**src/rtl/bc_bo_pkg.sv**
```systemverilog
// Shared definitions between the step-sequencing control block and the operative datapath.
// Holds the operand-select and ALU op encodings and the packed control word.
package bc_bo_pkg;

  // M0: ALU operand A select
  localparam logic [1:0] A_DIN = 2'd0;
  localparam logic [1:0] A_X   = 2'd1;
  localparam logic [1:0] A_S   = 2'd2;
  localparam logic [1:0] A_H   = 2'd3;

  // M1: ALU operand B select
  localparam logic [1:0] B_X    = 2'd0;
  localparam logic [1:0] B_S    = 2'd1;
  localparam logic [1:0] B_H    = 2'd2;
  localparam logic [1:0] B_ZERO = 2'd3;

  // M2: ALU operation
  localparam logic [1:0] OP_ADD  = 2'd0;
  localparam logic [1:0] OP_SUB  = 2'd1;
  localparam logic [1:0] OP_MUL  = 2'd2;
  localparam logic [1:0] OP_PASS = 2'd3;

  typedef struct packed {
    logic       lx;
    logic       ls;
    logic       lh;
    logic       h;
    logic [1:0] m0;
    logic [1:0] m1;
    logic [1:0] m2;
  } ctrl_word_t;

  localparam ctrl_word_t IDLE_WORD = '0;

endpackage

```
**src/rtl/bo_alu.sv**
```systemverilog
// Combinational ALU for the operative datapath: add, sub, low-half mul, pass A.
// ovf flags results that do not fit WIDTH bits unsigned.
module bo_alu
  import bc_bo_pkg::*;
#(
  parameter int unsigned WIDTH = 8
) (
  input  logic [WIDTH-1:0] a,
  input  logic [WIDTH-1:0] b,
  input  logic [1:0]       op,
  output logic [WIDTH-1:0] r,
  output logic             ovf
);

  logic [WIDTH:0]     sum;
  logic [WIDTH:0]     diff;
  logic [2*WIDTH-1:0] prod;

  assign sum  = {1'b0, a} + {1'b0, b};
  assign diff = {1'b0, a} - {1'b0, b};
  assign prod = {{WIDTH{1'b0}}, a} * {{WIDTH{1'b0}}, b};

  always_comb begin
    r   = a;
    ovf = 1'b0;
    unique case (op)
      OP_ADD: begin
        r   = sum[WIDTH-1:0];
        ovf = sum[WIDTH];
      end
      OP_SUB: begin
        r   = diff[WIDTH-1:0];
        ovf = diff[WIDTH];  // borrow out means a < b
      end
      OP_MUL: begin
        r   = prod[WIDTH-1:0];
        ovf = |prod[2*WIDTH-1:WIDTH];
      end
      OP_PASS: begin
        r   = a;
        ovf = 1'b0;
      end
    endcase
  end

endmodule

```
**src/rtl/bo_datapath.sv**
```systemverilog
// Operative datapath: applies one control word per cycle to X, S, H and commits S
// on a valid/ready result port when an idle word follows at least one S load.
module bo_datapath
  import bc_bo_pkg::*;
#(
  parameter int unsigned WIDTH = 8
) (
  input  logic             clk,
  input  logic             reset,
  input  logic [WIDTH-1:0] din,
  input  logic             LX,
  input  logic             LS,
  input  logic             LH,
  input  logic             H,
  input  logic [1:0]       M0,
  input  logic [1:0]       M1,
  input  logic [1:0]       M2,
  output logic [WIDTH-1:0] x_q,
  output logic [WIDTH-1:0] s_q,
  output logic [WIDTH-1:0] h_q,
  output logic [WIDTH-1:0] result,
  output logic             result_ovf,
  output logic             out_valid,
  input  logic             out_ready,
  output logic             overrun
);

  ctrl_word_t       cw;
  logic [WIDTH-1:0] op_a;
  logic [WIDTH-1:0] op_b;
  logic [WIDTH-1:0] alu_r;
  logic             alu_ovf;
  logic             pending_q;
  logic             ovf_acc_q;
  logic             commit;
  logic             alu_load;
  logic             slot_free;

  assign cw = '{lx: LX, ls: LS, lh: LH, h: H, m0: M0, m1: M1, m2: M2};

  always_comb begin
    op_a = din;
    unique case (M0)
      A_DIN: op_a = din;
      A_X:   op_a = x_q;
      A_S:   op_a = s_q;
      A_H:   op_a = h_q;
    endcase
  end

  always_comb begin
    op_b = '0;
    unique case (M1)
      B_X:    op_b = x_q;
      B_S:    op_b = s_q;
      B_H:    op_b = h_q;
      B_ZERO: op_b = '0;
    endcase
  end

  bo_alu #(
    .WIDTH(WIDTH)
  ) u_alu (
    .a  (op_a),
    .b  (op_b),
    .op (M2),
    .r  (alu_r),
    .ovf(alu_ovf)
  );

  assign commit    = (cw == IDLE_WORD) && pending_q;
  assign alu_load  = LS || (LH && H);
  // The slot can take a new result if empty or if its current one leaves this cycle.
  assign slot_free = !out_valid || out_ready;

  always_ff @(posedge clk) begin
    if (reset) begin
      x_q        <= '0;
      s_q        <= '0;
      h_q        <= '0;
      result     <= '0;
      result_ovf <= 1'b0;
      out_valid  <= 1'b0;
      overrun    <= 1'b0;
      pending_q  <= 1'b0;
      ovf_acc_q  <= 1'b0;
    end else begin
      if (LX) x_q <= din;
      if (LS) s_q <= alu_r;
      if (LH) h_q <= H ? alu_r : din;

      if (commit) begin
        pending_q <= 1'b0;
        ovf_acc_q <= 1'b0;
      end else begin
        if (LS) pending_q <= 1'b1;
        if (alu_load && alu_ovf) ovf_acc_q <= 1'b1;
      end

      if (commit && slot_free) begin
        result     <= s_q;
        result_ovf <= ovf_acc_q;
        out_valid  <= 1'b1;
      end else begin
        if (commit) overrun <= 1'b1;
        if (out_valid && out_ready) out_valid <= 1'b0;
      end
    end
  end

endmodule

```
**config.mk**
```make
export PLATFORM = sky130hd
export DESIGN_NAME = bo_datapath
export DESIGN_NICKNAME = d
export VERILOG_FILES = /design/src/rtl/bc_bo_pkg.sv /design/src/rtl/bo_alu.sv /design/src/rtl/bo_datapath.sv
export SDC_FILE = /design/constraint.sdc
export NUM_CORES = 1
export LEC_CHECK = 0
export CORE_MARGIN = 5
export CORE_UTILIZATION = 28
export DETAILED_ROUTE_END_ITERATION = 7
export SYNTH_ARGS = -nofsm -noshare
export SYNTH_HDL_FRONTEND = slang
export SYNTH_SLANG_ARGS = --single-unit
```
**constraint.sdc**
```tcl
create_clock -name clk -period 6.9 [get_ports clk]
set_input_delay 0.69 -clock clk [delete_from_list [all_inputs] [get_ports clk]]
set_output_delay 0.69 -clock clk [all_outputs]
set_load 0.02 [all_outputs]
```
======== Word-level counts from Yosys, hierarchy flattened ========
Cells that the tools add are included.
Widths: inputs -> output; s select.
word-level totals
  input bits .............................. 21
  register bits after elaboration ......... 37
  logic and storage cells ................. 45
operators by class
  $mul .................................... 1
  reductions and logical operators ........ 16
  bitwise operators ....................... 1
  mux-type cells .......................... 7
  add/sub/neg operators ................... 2
  eq/ne operators ......................... 9
operator list
  kind                count
  $pmux 8 s4          3
  $mul 8x8->16        1
  $eq 2x2->1 const B  6
  $logic_not 10->1    1
  $add 8x8->9         1
  $sub 8x8->9         1
  $mux 8              1
  $reduce_or 8->1     1
  $eq 2x1->1 const B  3
  $logic_not 2->1     3
  $logic_and 1x1->1   5
  $pmux 1 s4          1
  $logic_or 1x1->1    2
  $mux 1              2
  $reduce_and 2->1    1
  $reduce_bool 2->1   1
  $reduce_or 2->1     1
  $logic_not 1->1     1
  $not 1->1           1

======== Longest topological paths before layout ========
Gate-level depths: netlist (run 1).
  word-level depth ........................ 6
  mapped depth ............................ 21
  depth with buffers taken out ............ 19

======== Cells and area by module ========
A second synthesis (run 1) with hierarchy kept.
unflattened totals
  cell total of the unflattened synthesis .. 568
  area, all modules ....................... 4921.0 um2
modules (own cells, without submodules)
  module       cells each  instances  sequential area each (um2)  area each (um2)
  bo_alu       384         1          0.0                         3031.7
  bo_datapath  184         1          740.7                       1889.3

======== Least setup slack after synthesis (run 1) ========
No wires, ideal clock.
  path type ............................... input to register
  from .................................... in M1[1]
  to ...................................... reg ovf_acc_q
  data arrival time ....................... 5236 ps
  path slack .............................. 1534 ps
  cell stages on the path ................. 21
  required time ........................... 6770 ps
  setup time .............................. 130 ps
  cells stage by stage .................... buf_2 nor2b_1 clkbuf_1 nand2_1 o21ai_1 ha_1 inv_1 fa_1 inv_1 fa_1 inv_1 fa_1 fa_1 inv_1 ha_1 a21oi_1 o21ai_0 a221oi_1 mux2i_1 a2111oi_0 a21oi_1
on the way
  longest elaborated chain between the ends .. 6
  elaborated cells between the ends (all ways) .. 14
  classes of those cells .................. add/sub: 2; mul: 1; eq/ne: 3; mux: 2; reduce/logical: 6
RTL lines
  element                                   RTL line           text
  start, declared                           bo_datapath.sv:16  input logic [1:0] M1,
  $eq 2x2->1, or another cell as far along  bo_datapath.sv:53  unique case (M1)
  $pmux 8 s4                                bo_datapath.sv:53
  $mul 8x8->16                              bo_alu.sv:21       assign prod = {{WIDTH{1'b0}}, a} * {{WIDTH{1'b0}}, b};
  $reduce_or 8->1                           bo_alu.sv:37       ovf = |prod[2*WIDTH-1:WIDTH];
  $pmux 1 s4                                bo_alu.sv:26       unique case (op)
  $logic_and 1x1->1                         bo_datapath.sv:97  if (alu_load && alu_ovf) ovf_acc_q <= 1'b1;
  end signal, assigned                      bo_datapath.sv:86  ovf_acc_q <= 1'b0;
  end signal, assigned                      bo_datapath.sv:94  ovf_acc_q <= 1'b0;
  end signal, assigned                      bo_datapath.sv:97
  end, declared                             bo_datapath.sv:34  logic ovf_acc_q;
Several ways; a longest one is shown, not always the timed one.
A chain may end at the register's enable or synchronous reset.

======== Final worst setup path (run 1) ========
  from .................................... in M1[0]
  to ...................................... reg ovf_acc_q
The elaborated chain is that of the path after synthesis.

==> reports/metrics.cfg, run 1 <==
[detailed_routing]
vias=4070
via_per_inst=4.87
first_pass_iters=4
post_drt_wl_per_cell_um=15.3
drt_iter0_drc=223
drc=0
ant_nets=0
wirelength_mm=12.8

[worst_hold_path]
min_path_type=register to register
min_from=pending_q$_SDFFE_PP0P_
holdPathEnd=pending_q$_SDFFE_PP0P_
hold_depth=2

[synthesis]
post-synth-top-count-cell=inv_1
avgSynthCellArea_sq_um=8.39
netlist.area_leader.share_pct=16.0
synth_edf_count=0
yosysWarnings=0
syn_area_sq_um=4760
ys_types=56
synthTopCellsByArea=fa_1, dfxtp_1, ha_1
ys_ff_latch=37
synthTopCellsByCount=inv_1, nor2_1, ha_1
yosys.area.top_type=fa_1
async_flop_share_pct=0
synthCells=568
syn_nets=679
synth-seq-area-share_pct=15.5
synthFlopType=dfxtp_1

[cells_and_area]
final_cells=836
final_util_pct=34.1
drive_above_1_share_pct=4.87
fin_nets=726
insertedDiodeCount=0
nFillCells=1740
area_delta_synth_final_pct=19.2

[pwr]
peakVddDrop_mv=0.109
p_per_area_nw_per_um2=146
leakage_nw=2.57
total_power_mw=0.830

[clock_network]
cts_num_sinks=37
postCtsSetupRepairBufs=0
postCtsHoldBufs=0
cts_resized=0
clk_pin_slew_worst_paths_ps=70
clockBufferDepth=2
numCtsBuffers=5
cts_root_buffer=clkbuf_16
cts_tree=done
h-tree-depth=2
clock_latency_ps=290

[global_route]
grtUsageTotal_pct=13.0
antenna_found_initial=0
grt_max_degree=27
grt_pass1_vias=4195
overflow=0
grt_pass1_wl_mm=21.5

[timing]
setup_viol=0
rsz0062_at_grt=false
finalMaxSlewViolations=0
finalHoldViolations=0
fmax_mhz=162
setup_ws_ps=743
period_minus_slack_ps=6160
min_period_over_period_pct=89.2
skew_ps=7.74
tightest_slew_ps=779
slew_headroom_pct=47.9
setup_tns_ps=0

[placed_design]
dpl.hpwl_mm=10.1
post-place-ws_ps=397
dp.cells=828
gp_congestion=0.900
placement.io_buffers=55

[critical_path]
worstReg2RegEnd=ovf_acc_q$_SDFFE_PP0P_
startpoint_type=primary input
worstPathMaxFanout=9
regToRegStartpoint=s_q[4]$_SDFFE_PP0P_
slowest_stage=fa_1
cp_cell_sequence=clkdlybuf4s50_1 > nor2b_1 > nand2_1 > o21ai_1 > ha_1 > fa_1 > inv_1 > fa_1 > fa_1 > fa_1 > inv_1 > ha_1 > o211ai_1 > o21ai_1 > a31oi_1 > nand2b_1 > a2111oi_0 > a21oi_1
cp.arrival_ps=6320
end_kind=register
worstSetupPathType=primary input to register
max_stage_delay_ps=540
worst_path_most_repeated_cell=fa_1
cp.required_ps=7060
rr_worst_depth=16
r2r_slack_ps=1590

[die]
die_h_um=140
die_area_sq_um=19700
initial_core_util_pct=28.6
ios=56
fp-row-count=47
core_sq_um=16600
die_x_um=140

[job]
drv_cap=0

[run_status]
run_status=finished clean

[logic make-up (layout without fill, tap and decap cells)]
group | count (synthesis) | in the layout | share of synthesized area [%]
adders and majority gates | 90 | 90 | 29.6
AOI/OAI and AO/OA | 103 | 103 | 13.6
muxes | 46 | 46 | 12.4
buffers and inverters | 105 | 153 | 8.64
xor gates and xnor gates | 11 | 11 | 2.02
and+or+nand+nor | 176 | 176 | 18.1
DFF | 37 | 37 | 15.5
[power by group]
part	internal, mW	total (mW)	switching (mW)	leakage, nW
Combinational	0.148	0.355	0.207	2.20
Clock	0.133	0.231	0.0982	0.0696
Sequential	0.227	0.244	0.0173	0.303
Total	0.508	0.830	0.322	2.57
[metrics by stage]
step | hold slack [ps] | area (sq um)
5_1_grt | 519 | 5680
3_3_place_gp | 466 | 5540
4_1_cts | 483 | 5680
3_5_place_dp | 463 | 5540
6_report | 478 | 5680
2_1_floorplan | 454 | 4760
[worst max-delay path, delay by kind of cell]
| family | cells | cell delay (ps) |
|---|---|---|
| AOI/OAI and AO/OA | 6 | 1520 |
| and+or+nand+nor | 3 | 780 |
| adders and majority gates | 6 | 2660 |
| buffers and inverters | 3 | 640 |
[cells in the final DEF (no fill, tap or decap), types with 3 or more instances in the layout]
| cell type | count |
|---|---|
| and3_1 | 3 |
| nor4_1 | 4 |
| a211oi_1 | 9 |
| dfxtp_1 | 37 |
| nand2b_1 | 8 |
| o22ai_1 | 3 |
| nor2_1 | 58 |
| nor3b_1 | 4 |
| o211ai_1 | 7 |
| inv_1 | 84 |
| a31oi_1 | 8 |
| a21o_1 | 3 |
| nor3_1 | 9 |
| a21oi_1 | 25 |
| xor2_1 | 4 |
| clkdlybuf4s50_1 | 55 |
| nand2_1 | 46 |
| ha_1 | 52 |
| o21ai_0 | 19 |
| and2_1 | 23 |
| buf_4 | 6 |
| nor2b_1 | 6 |
| a221oi_1 | 4 |
| mux2i_1 | 35 |
| o21ai_1 | 9 |
| nand3_1 | 3 |
| mux4_2 | 9 |
| xnor2_1 | 7 |
| clkbuf_16 | 5 |
| fa_1 | 38 |
[final cells by class]
| type | instances | area, sq um | area share (%) |
|---|---|---|---|
| Inverter | 84 | 315 | 5.55 |
| Tap cell | 220 | 275 | 4.84 |
| Clock buffer | 5 | 125 | 2.20 |
| Clock inverter | 3 | 17.5 | 0.308 |
| Timing Repair Buffer | 61 | 596 | 10.5 |
| Sequential cell | 37 | 741 | 13.0 |
| Multi-Input combinational cell | 426 | 3610 | 63.6 |
[state kept, by name (all words and copies together), names as in the netlist]
signal,flops
pending_q,1
out_valid,1
h_q,8
result,8
overrun,1
result_ovf,1
s_q,8
ovf_acc_q,1
x_q,8
[worst max-delay path by stage]
stage	from	end
6_report	M1[0]	ovf_acc_q$_SDFFE_PP0P_
4_1_cts	M1[0]	ovf_acc_q$_SDFFE_PP0P_
2_1_floorplan	M1[1]	ovf_acc_q$_SDFFE_PP0P_
3_5_place_dp	M1[0]	ovf_acc_q$_SDFFE_PP0P_
3_3_place_gp	M0[0]	ovf_acc_q$_SDFFE_PP0P_
5_1_grt	M1[0]	ovf_acc_q$_SDFFE_PP0P_
[routing by layer]
metal,track usage [%],share of wire [%]
met5,0,0
met2,20.9,45
met4,1.73,0.68
met1,18.7,50
met3,2.39,4.7
Power figures use the tool's default switching activity.
==> run 2: changes to the inputs <==
CORE_UTILIZATION = 45   (was 28)
PLACE_DENSITY = 0.66   (was default)
==> reports/metrics.cfg, run 2 (synthesis results as in run 1) <==
[pwr]
peakVddDrop_mv=0.148
p_per_area_nw_per_um2=145
total_power_mw=0.800
leakage_nw=2.54

[clock_network]
postCtsSetupRepairBufs=0
clock_latency_ps=310
numCtsBuffers=5
postCtsHoldBufs=0
h-tree-depth=2
cts_resized=0
cts_num_sinks=37
clk_pin_slew_worst_paths_ps=80
cts_root_buffer=clkbuf_8
cts_tree=done
clockBufferDepth=2

[global_route]
antenna_found_initial=0
grt_pass1_wl_mm=21.9
grt_max_degree=25
grt_pass1_vias=4240
grtUsageTotal_pct=21.3
overflow=0

[cells_and_area]
final_cells=748
insertedDiodeCount=0
final_cell_mix=inv_1, nor2_1, clkdlybuf4s50_1, ha_1, nand2_1
area_delta_synth_final_pct=15.8
fin_nets=722
final_util_pct=53.4
final_area_sq_um=5520
drive_above_1_share_pct=4.25
final_common_cell=inv_1

[detailed_routing]
vias=4108
post_drt_wl_per_cell_um=18.0
drt_iter0_drc=261
drc=0
wirelength_mm=13.4
via_per_inst=5.49
ant_nets=0
first_pass_iters=4

[critical_path]
startpoint_type=primary input
cp.required_ps=7080
worstPathMaxFanout=10
cp.arrival_ps=6470
end_kind=register
worstSetupPathType=primary input to register
rr_worst_depth=16

[timing]
setup_tns_ps=0
slew_headroom_pct=43.8
min_period_over_period_pct=91.1
period_minus_slack_ps=6290
rsz0062_at_grt=false
whs_ps=484
skew_ps=9.41
finalHoldViolations=0
tightest_slew_ps=840
finalMaxSlewViolations=0
setup_viol=0
fmax_mhz=159
setup_ws_ps=612

[die]
die_area_sq_um=12700
initial_core_util_pct=46.2
ios=56
die_h_um=113
die_x_um=113
fp-row-count=37
core_sq_um=10300

[placed_design]
gp_congestion=0.896
placement.io_buffers=55
post-place-ws_ps=267
place_area_sq_um=5400
dp.cells=740
dpl.hpwl_mm=10.7

[worst_hold_path]
hold_depth=2
min_path_type=register to register

[job]
drv_cap=0

[run_status]
run_status=finished clean

[run 2: cell count changes in the layout (fill, tap and decap cells not counted), sizes merged]
| cell | change |
|---|---|
| buf | -4 |
| clkinv | -1 |
| inv | +1 |
| bufinv | +1 |
| clkinvlp | -1 |
[run 2: area by class of cell]
cell class / instances / area [sq um]
flip-flops and latches: 37 / 741
clock inverters: 3 / 43.8
multi-input cells: 426 / 3610
well taps: 136 / 170
fillers: 995 / 4810
inverters: 84 / 315
clock buffers: 5 / 68.8
repair buffers: 57 / 566
[run 2: path summary, 6_finish.rpt]
| kind | start | to | slack [ps] |
|---|---|---|---|
| max | M1[1] | ovf_acc_q$_SDFFE_PP0P_ | 610 |
| min | pending_q$_SDFFE_PP0P_ | pending_q$_SDFFE_PP0P_ | 480 |
| max reg2reg | s_q[4]$_SDFFE_PP0P_ | ovf_acc_q$_SDFFE_PP0P_ | 1570 |
| min reg2reg | pending_q$_SDFFE_PP0P_ | pending_q$_SDFFE_PP0P_ | 480 |
[run 2: worst max-delay path, stage by stage]
cell and delay, ps:
clkdlybuf4s50_1 670, nor2b_1 500, nand2_1 100, o21ai_1 440
ha_1 380, fa_1 440, inv_1 80, fa_1 440
fa_1 520, fa_1 540, inv_1 40, ha_1 370
o211ai_1 110, o21ai_1 260, a31oi_1 180, nand2b_1 180
a2111oi_0 380, a21oi_1 120
[run 2: per-layer routing]
| metal | track usage (%) | vias up | wire [um] |
|---|---|---|---|
| met5 | 0 | - | 0 |
| met4 | 4.89 | 0 | 166 |
| met3 | 4.01 | 10 | 947 |
| met2 | 35.2 | 116 | 6270 |
| met1 | 28.9 | 1976 | 6040 |
| li1 | - | 2006 | - |
[run 2: report_power, final]
part	switching, mW	internal [mW]	leakage, nW
Clock	0.0901	0.108	0.0585
Combinational	0.211	0.147	2.18
Sequential	0.0163	0.226	0.303
==> run 3: changes to the inputs <==
CORE_MARGIN = 2   (was 5)
REMOVE_ABC_BUFFERS = 1   (was default)
==> reports/metrics.cfg, run 3 (synthesis results as in run 1) <==
[global_route]
grt_pass1_vias=4190
met2_usage_pct=39.6
grt_max_degree=41
antenna_found_initial=0
grt-busiest-layer=met2
grt_use_met1_pct=32.6
grt_pass1_wl_mm=21.2
overflow=0
grtUsageTotal_pct=23.6
grtUsageMet3_pct=2.74

[run_status]
run_status=finished clean

[critical_path]
startpoint_type=primary input
cp.arrival_ps=6410
worstPathMaxFanout=10
end_kind=register
cp.required_ps=7090
worstSetupPathType=primary input to register

[detailed_routing]
ant_nets=0
post_drt_wl_per_cell_um=17.5
drc=0
first_pass_iters=5
vias=4165
wirelength_mm=13.1
drt_iter0_drc=233
via_per_inst=5.55

[timing]
finalMaxSlewViolations=0
finalHoldViolations=0
setup_tns_ps=0
rsz0062_at_grt=false
slew_headroom_pct=44.8
min_period_over_period_pct=90.1
setup_viol=0
skew_ps=10.0
tightest_slew_ps=825
period_minus_slack_ps=6210
fmax_mhz=161

[clock_network]
clock_latency_ps=310
postCtsHoldBufs=0
cts_resized=0
clockBufferDepth=2
cts_tree=done
cts_root_buffer=clkbuf_8
numCtsBuffers=5
clk_pin_slew_worst_paths_ps=90
postCtsSetupRepairBufs=0
h-tree-depth=2
cts_num_sinks=37

[die]
core_sq_um=10300
die_x_um=107
fp-row-count=37
ios=56
die_h_um=107
initial_core_util_pct=46.2
die_area_sq_um=11400

[placed_design]
placement.io_buffers=55
dpl.hpwl_mm=10.3
place_area_sq_um=5420
gp_congestion=0.944

[cells_and_area]
final_common_cell=inv_1
final_area_sq_um=5510
area_delta_synth_final_pct=15.5
fin_nets=724
drive_above_1_share_pct=4.56
insertedDiodeCount=0
final_cell_mix=inv_1, nor2_1, clkdlybuf4s50_1, ha_1, nand2_1

[pwr]
peakVddDrop_mv=0.0958
leakage_nw=2.53
p_per_area_nw_per_um2=139

[job]
drv_cap=0

[worst_hold_path]
min_path_type=register to register

[run 3: critical path, cell delays in order]
cell             delay, ps
clkdlybuf4s50_1        700
nor2b_1                320
buf_4                  180
nand2_1                 50
o21ai_1                420
ha_1                   390
fa_1                   440
inv_1                   80
fa_1                   440
fa_1                   530
fa_1                   540
inv_1                   50
ha_1                   360
a21oi_1                170
o21ai_1                130
a31oi_1                300
and3b_1                220
a2111oi_0              280
a21oi_1                120
[run 3: cell type report]
cell class | instances | area [sq um]
Fill cell | 988 | 4820
Multi-Input combinational cell | 426 | 3610
Sequential cell | 37 | 741
Timing Repair Buffer | 59 | 581
Inverter | 84 | 315
Tap cell | 136 | 170
Clock buffer | 5 | 68.8
Clock inverter | 3 | 17.5
[run 3: path summary, 6_finish.rpt]
path,from,end,slack [ps],cells after the start
setup / recovery,M1[0],ovf_acc_q$_SDFFE_PP0P_,690,19
hold / removal,pending_q$_SDFFE_PP0P_,pending_q$_SDFFE_PP0P_,480,2
setup reg to reg,s_q[4]$_SDFFE_PP0P_,ovf_acc_q$_SDFFE_PP0P_,1570,16
hold reg to reg,pending_q$_SDFFE_PP0P_,pending_q$_SDFFE_PP0P_,480,2
[run 3: where the power goes]
group	internal (mW)	switching (mW)
Combinational	0.148	0.209
Sequential	0.226	0.0170
Clock	0.0700	0.0947
Total	0.445	0.321
[run 3: per-stage QoR]
stage	instances	hold slack [ps]	total power [mW]	setup WS, ps	util (%)
floorplan	547	454	0.476	1700	-
global placement	742	460	0.595	527	52.5
detailed placement	742	468	0.600	381	52.5
CTS	750	488	0.767	687	53.3
global route	750	529	0.814	293	53.3
finish	750	483	0.765	686	53.3
[run 3: routing by layer]
metal  part of all wire [%]  vias up
li1                       -     2010
met1                     46     2004
met2                     48      137
met3                    5.3       14
met4                    1.2        0
met5                      0        -
